$ cat src/rtl/id_gen.sv
// id_gen: identifier token generator for the id_fsm recogniser.
// Emits letters, digits, then one separator, with the expected id_fsm output.
module id_gen #(
    parameter int LEN_W = 4
) (
    input  logic             clk,
    input  logic             reset,
    input  logic             start,
    input  logic [LEN_W-1:0] letters,
    input  logic [LEN_W-1:0] digits,
    input  logic [7:0]       base_letter,
    input  logic [7:0]       sep,
    output logic [7:0]       char,
    output logic             char_valid,
    input  logic             char_ready,
    output logic             exp_out,
    output logic             busy,
    output logic             done
);

    typedef enum logic [1:0] {
        IDLE = 2'd0,
        LET  = 2'd1,
        DIG  = 2'd2,
        SEP  = 2'd3
    } state_t;

    state_t           state_q, state_d;
    logic [7:0]       char_q, char_d;
    logic             valid_q, valid_d;
    logic             exp_q, exp_d;
    logic             busy_q, busy_d;
    logic             done_q, done_d;
    logic [LEN_W-1:0] let_q, let_d;
    logic [LEN_W-1:0] dig_q, dig_d;
    logic [7:0]       sep_q, sep_d;
    logic             has_let_q, has_let_d;

    logic [7:0] base_clean;
    logic [7:0] sep_clean;
    logic [7:0] next_letter;
    logic [7:0] next_digit;
    logic       xfer;

    // Sanitise inputs so the token always starts with a letter and ends the run
    always_comb begin
        base_clean = base_letter;
        sep_clean  = sep;
        if (!((base_letter >= 8'h41 && base_letter <= 8'h5a) ||
              (base_letter >= 8'h61 && base_letter <= 8'h7a)))
            base_clean = 8'h61;
        if ((sep >= 8'h41 && sep <= 8'h5a) ||
            (sep >= 8'h61 && sep <= 8'h7a) ||
            (sep >= 8'h30 && sep <= 8'h39))
            sep_clean = 8'h20;
    end

    // Successor characters, wrapping within case and within 0-9
    always_comb begin
        next_letter = char_q + 8'd1;
        next_digit  = char_q + 8'd1;
        if (char_q == 8'h7a)
            next_letter = 8'h61;
        else if (char_q == 8'h5a)
            next_letter = 8'h41;
        if (char_q == 8'h39)
            next_digit = 8'h30;
    end

    // Next-state and output logic; a transfer advances the token
    always_comb begin
        state_d   = state_q;
        char_d    = char_q;
        valid_d   = valid_q;
        exp_d     = exp_q;
        busy_d    = busy_q;
        done_d    = 1'b0;
        let_d     = let_q;
        dig_d     = dig_q;
        sep_d     = sep_q;
        has_let_d = has_let_q;
        xfer      = valid_q && char_ready;
        unique case (state_q)
            IDLE: begin
                if (start) begin
                    let_d     = letters;
                    dig_d     = digits;
                    sep_d     = sep_clean;
                    has_let_d = (letters != '0);
                    busy_d    = 1'b1;
                    valid_d   = 1'b1;
                    exp_d     = 1'b0;
                    if (letters != '0) begin
                        state_d = LET;
                        char_d  = base_clean;
                    end else if (digits != '0) begin
                        state_d = DIG;
                        char_d  = 8'h30;
                    end else begin
                        state_d = SEP;
                        char_d  = sep_clean;
                    end
                end
            end
            LET: begin
                if (xfer) begin
                    if (let_q == LEN_W'(1)) begin
                        let_d = '0;
                        if (dig_q != '0) begin
                            state_d = DIG;
                            char_d  = 8'h30;
                            exp_d   = has_let_q;
                        end else begin
                            state_d = SEP;
                            char_d  = sep_q;
                            exp_d   = 1'b0;
                        end
                    end else begin
                        let_d  = let_q - LEN_W'(1);
                        char_d = next_letter;
                    end
                end
            end
            DIG: begin
                if (xfer) begin
                    if (dig_q == LEN_W'(1)) begin
                        dig_d   = '0;
                        state_d = SEP;
                        char_d  = sep_q;
                        exp_d   = 1'b0;
                    end else begin
                        dig_d  = dig_q - LEN_W'(1);
                        char_d = next_digit;
                    end
                end
            end
            SEP: begin
                if (xfer) begin
                    state_d = IDLE;
                    valid_d = 1'b0;
                    busy_d  = 1'b0;
                    exp_d   = 1'b0;
                    done_d  = 1'b1;
                end
            end
            default: state_d = IDLE;
        endcase
    end

    // State register with asynchronous abort
    always_ff @(posedge clk or posedge reset) begin
        if (reset) begin
            state_q   <= IDLE;
            char_q    <= '0;
            valid_q   <= 1'b0;
            exp_q     <= 1'b0;
            busy_q    <= 1'b0;
            done_q    <= 1'b0;
            let_q     <= '0;
            dig_q     <= '0;
            sep_q     <= '0;
            has_let_q <= 1'b0;
        end else begin
            state_q   <= state_d;
            char_q    <= char_d;
            valid_q   <= valid_d;
            exp_q     <= exp_d;
            busy_q    <= busy_d;
            done_q    <= done_d;
            let_q     <= let_d;
            dig_q     <= dig_d;
            sep_q     <= sep_d;
            has_let_q <= has_let_d;
        end
    end

    assign char       = char_q;
    assign char_valid = valid_q;
    assign exp_out    = exp_q;
    assign busy       = busy_q;
    assign done       = done_q;

endmodule

$ cat config.mk
export PLATFORM = sky130hd
export DESIGN_NAME = id_gen
export DESIGN_NICKNAME = d
export VERILOG_FILES = /design/src/rtl/id_gen.sv
export SDC_FILE = /design/constraint.sdc
export NUM_CORES = 1
export LEC_CHECK = 0
export ABC_AREA = 1
export BUFFER_PORTS_ARGS = -buffer_cell sky130_fd_sc_hd__buf_2
export CAP_MARGIN = 20
export CORE_ASPECT_RATIO = 1.5
export CORE_UTILIZATION = 50
export DETAILED_ROUTE_END_ITERATION = 8
export MAX_ROUTING_LAYER = met4
export PLACE_DENSITY = 0.83
export SYNTH_ARGS = -nofsm -noshare
export SYNTH_HDL_FRONTEND = slang
export SYNTH_SLANG_ARGS = --single-unit
$ cat constraint.sdc
create_clock -name clk -period 3.6 [get_ports clk]
set_input_delay 0.54 -clock clk [delete_from_list [all_inputs] [get_ports clk]]
set_output_delay 0.54 -clock clk [all_outputs]
set_load 0.03 [all_outputs]
==> reports/summary.txt <==
Crit path largest cell delay: 0.42 ns
Post-route ant nets: 0
Avg Inst Size Synth: 6.70 um^2
WL/cell: 13.1 um
Syn-to-layout area delta: 14.7%
H-tree Lvls: 2
Minimum setup slack among reg-to-reg paths: 1.69 ns
Initial Util: 0.520
Post-DP HPWL: 4.82 mm
Delay-heaviest family, CP: flip-flops
Post-cts gate resize count: 0
Worst-margin pin slew: 0.550 ns
Vias: 2,392
Largest family of logic cells by synthesized area: simple AND/OR/NAND/NOR gates
Die width: 58.1 um
Slowest cell on the critical path: dfrtp_1
Max Freq: 0.525 GHz
Reg-to-reg endpoint: char[6]
Fin. Hold Viols: 0
Final design area excluding fillers: 0.00271 mm^2
Grt ovf: 0
Total CTS buffers: 5
DRT iter0 DRCs: 149
Final setup TNS: 0 ns
Clk buf depth: 2
Normalized max-slew margin: 0.633
Xor/xnor share of the synthesized area: 0.0148
CP Capture Type: flop
Commonest non-fill, non-tap cell in the layout: nand2_1
First-pass GRT wire length: 10.1 mm
Placer congestion estimate: 0.937
Max cap viols: 0
I/O Buffers: 39
CTS clk-pin slew, worst paths: 0.06 ns
Share of post-route cells with drive strength above 1: 0.177
Clock sink count: 30
Filler-free cell count of the finished design: 459
Final worst-path cycle share: 0.529
Lkg Pwr: 1.49 nW
Seq/Total Area, Yosys: 0.318
Worst Path Arrival: 2.13 ns
RR Startpoint: state_q[0]
Tmin final: 1.91 ns
Worst Hold Class: input pin to async pin
Reg2Reg Depth: 10
Setup Buffers After CTS: 0
Die area: 0.00501 mm^2
YS warnings: 0
Placed Area: 0.00260 mm^2
Crit Path Max Fanout: 9
Rows: 30
Total track usage: 0.272
Dpl cells: 451
Floorplan core area: 0.00454 mm^2
RSZ-0062 raised after global routing: no
Vias in the first global route: 2,324
Synthesized flop and latch total: 30
Mux cell area share after synthesis: 0
Post-Route Utilization: 0.597
Commonest non-fill, non-tap cells in the layout: 108 x nand2_1, 44 x nand3_1, 42 x inv_1
Netlist cell types: 35
Root Buffer: clkbuf_8
Status: finished, final reports clean
Power consumption: 704 uW
Post-synthesis cell count: 353
Largest net degree at the start of global routing: 17
Inserted Diodes: 0
Top-area cell type share of the netlist area: 0.318
Top area cells in the synthesized netlist: dfrtp_1 32%, nand2_1 17%, nand3_1 9.3%, ha_1 7.4%, inv_1 6.7%
Post-route DRC: 0
CP cell instances: inv_1 > ha_1 > clkinv_2 > nor2_2 > inv_1 > o21ai_0 > a21oi_1 > nand2_1 > nand3_1 > nand2_1
CTS Hold Bufs: 0
Synth Area in Compound Gates: 0.120
Vias per cell: 5.21
Synth Area in Simple Gates: 0.376
Fin nets: 436
Final-layout fill cell count: 428
Setup crit start kind: flop
Initial antenna violation count: 0
Setup violations, final: 0
Detailed-route wire length: 6.03 mm
Drt pass-1 iters: 4
WP buf/inv: 3
Post-synthesis adder-cell area fraction: 0.0741
Critical path class: flop to flop
Critical Path RT: 3.82 ns
Syn_nets: 395
Syn Std Cell Area: 0.00236 mm^2
Worst vdd ir: 0.198 mV
PD cells: 260 mW/mm^2
CTS tree: built
Clk_lat worst skew: 0.28 ns
Max-slew violation count: 0
Die span in y: 86.2 um
I/O pins: 40
Clk_skew: 0.00278 ns
Synth area leader: dfrtp_1
metal layers:
metal / wire, um / GRT usage / part of all wire
met1: 2380 / 0.288 / 0.39
met2: 3100 / 0.469 / 0.51
met3: 228 / 0.0418 / 0.038
met4: 326 / 0.162 / 0.054
met5: 0 / - / 0
area by class of cell:
cell class                      count  area (um^2)  area share
Sequential cell                    30          751       0.277
Inverter                           48          184      0.0679
Clock buffer                        8          110      0.0406
Tap cell                           64         80.1      0.0295
Multi-Input combinational cell    269         1380       0.510
Timing Repair Buffer               40          203      0.0748
flip-flops by register name, indices dropped and copies added, names as in the netlist:
register and count:
has_let_q 1, sep_q 8, exp_out 1, let_q 4, dig_q 4, state_q 2
busy 1, done 1, char 8
worst reg2reg max path: cells and delay by family, from the launching register on:
kind	cells	cell delay (ns)
buf+inv	3	0.42
fa+ha+maj	1	0.36
simple gates	4	0.41
compound gates	2	0.24
flops	1	0.42
Yosys cell counts (all sizes together):
| cell | instances |
|---|---|
| nand2 | 114 |
| inv | 46 |
| nand3 | 45 |
| nor2 | 37 |
| dfrtp | 30 |
| o21ai | 23 |
| a21oi | 18 |
| ha | 14 |
| buf | 5 |
| a22oi | 4 |
| xor2 | 4 |
| clkinv | 2 |
| or2 | 2 |
| a211oi | 1 |
| a221oi | 1 |
| a31oi | 1 |
| clkbuf | 1 |
| nand4 | 1 |
| nor3 | 1 |
| o211ai | 1 |
| o21bai | 1 |
| o31ai | 1 |
per-stage QoR:
stage                     setup WS, ns  hold slack (ns)
final                             1.69            0.289
after global routing              1.55            0.359
after CTS                         1.71            0.311
after detailed placement          1.72            0.471
after global placement            1.79            0.469
after floorplan                   2.02            0.449
worst max-delay path by stage:
stage,startpoint,end,cells after the start
floorplan,char[1],char[4],12
global placement,state_q[0],char[6],10
detailed placement,state_q[0],char[6],10
CTS,state_q[0],char[6],10
global route,state_q[0],char[6],10
finish,state_q[0],char[6],10
where the power goes:
part | switching [mW] | internal [mW] | total, mW
logic | 0.0294 | 0.0182 | 0.0476
clock network | 0.126 | 0.193 | 0.319
registers | 0 | 0.337 | 0.337
cells by family after synthesis:
kind of cell,count (synthesis)
and+or+nand+nor,200
AOI/OAI and AO/OA,51
DFF,30
adders and majority gates,14
xor gates and xnor gates,4
buffers and inverters,54
(Power assumes the default switching activity.)
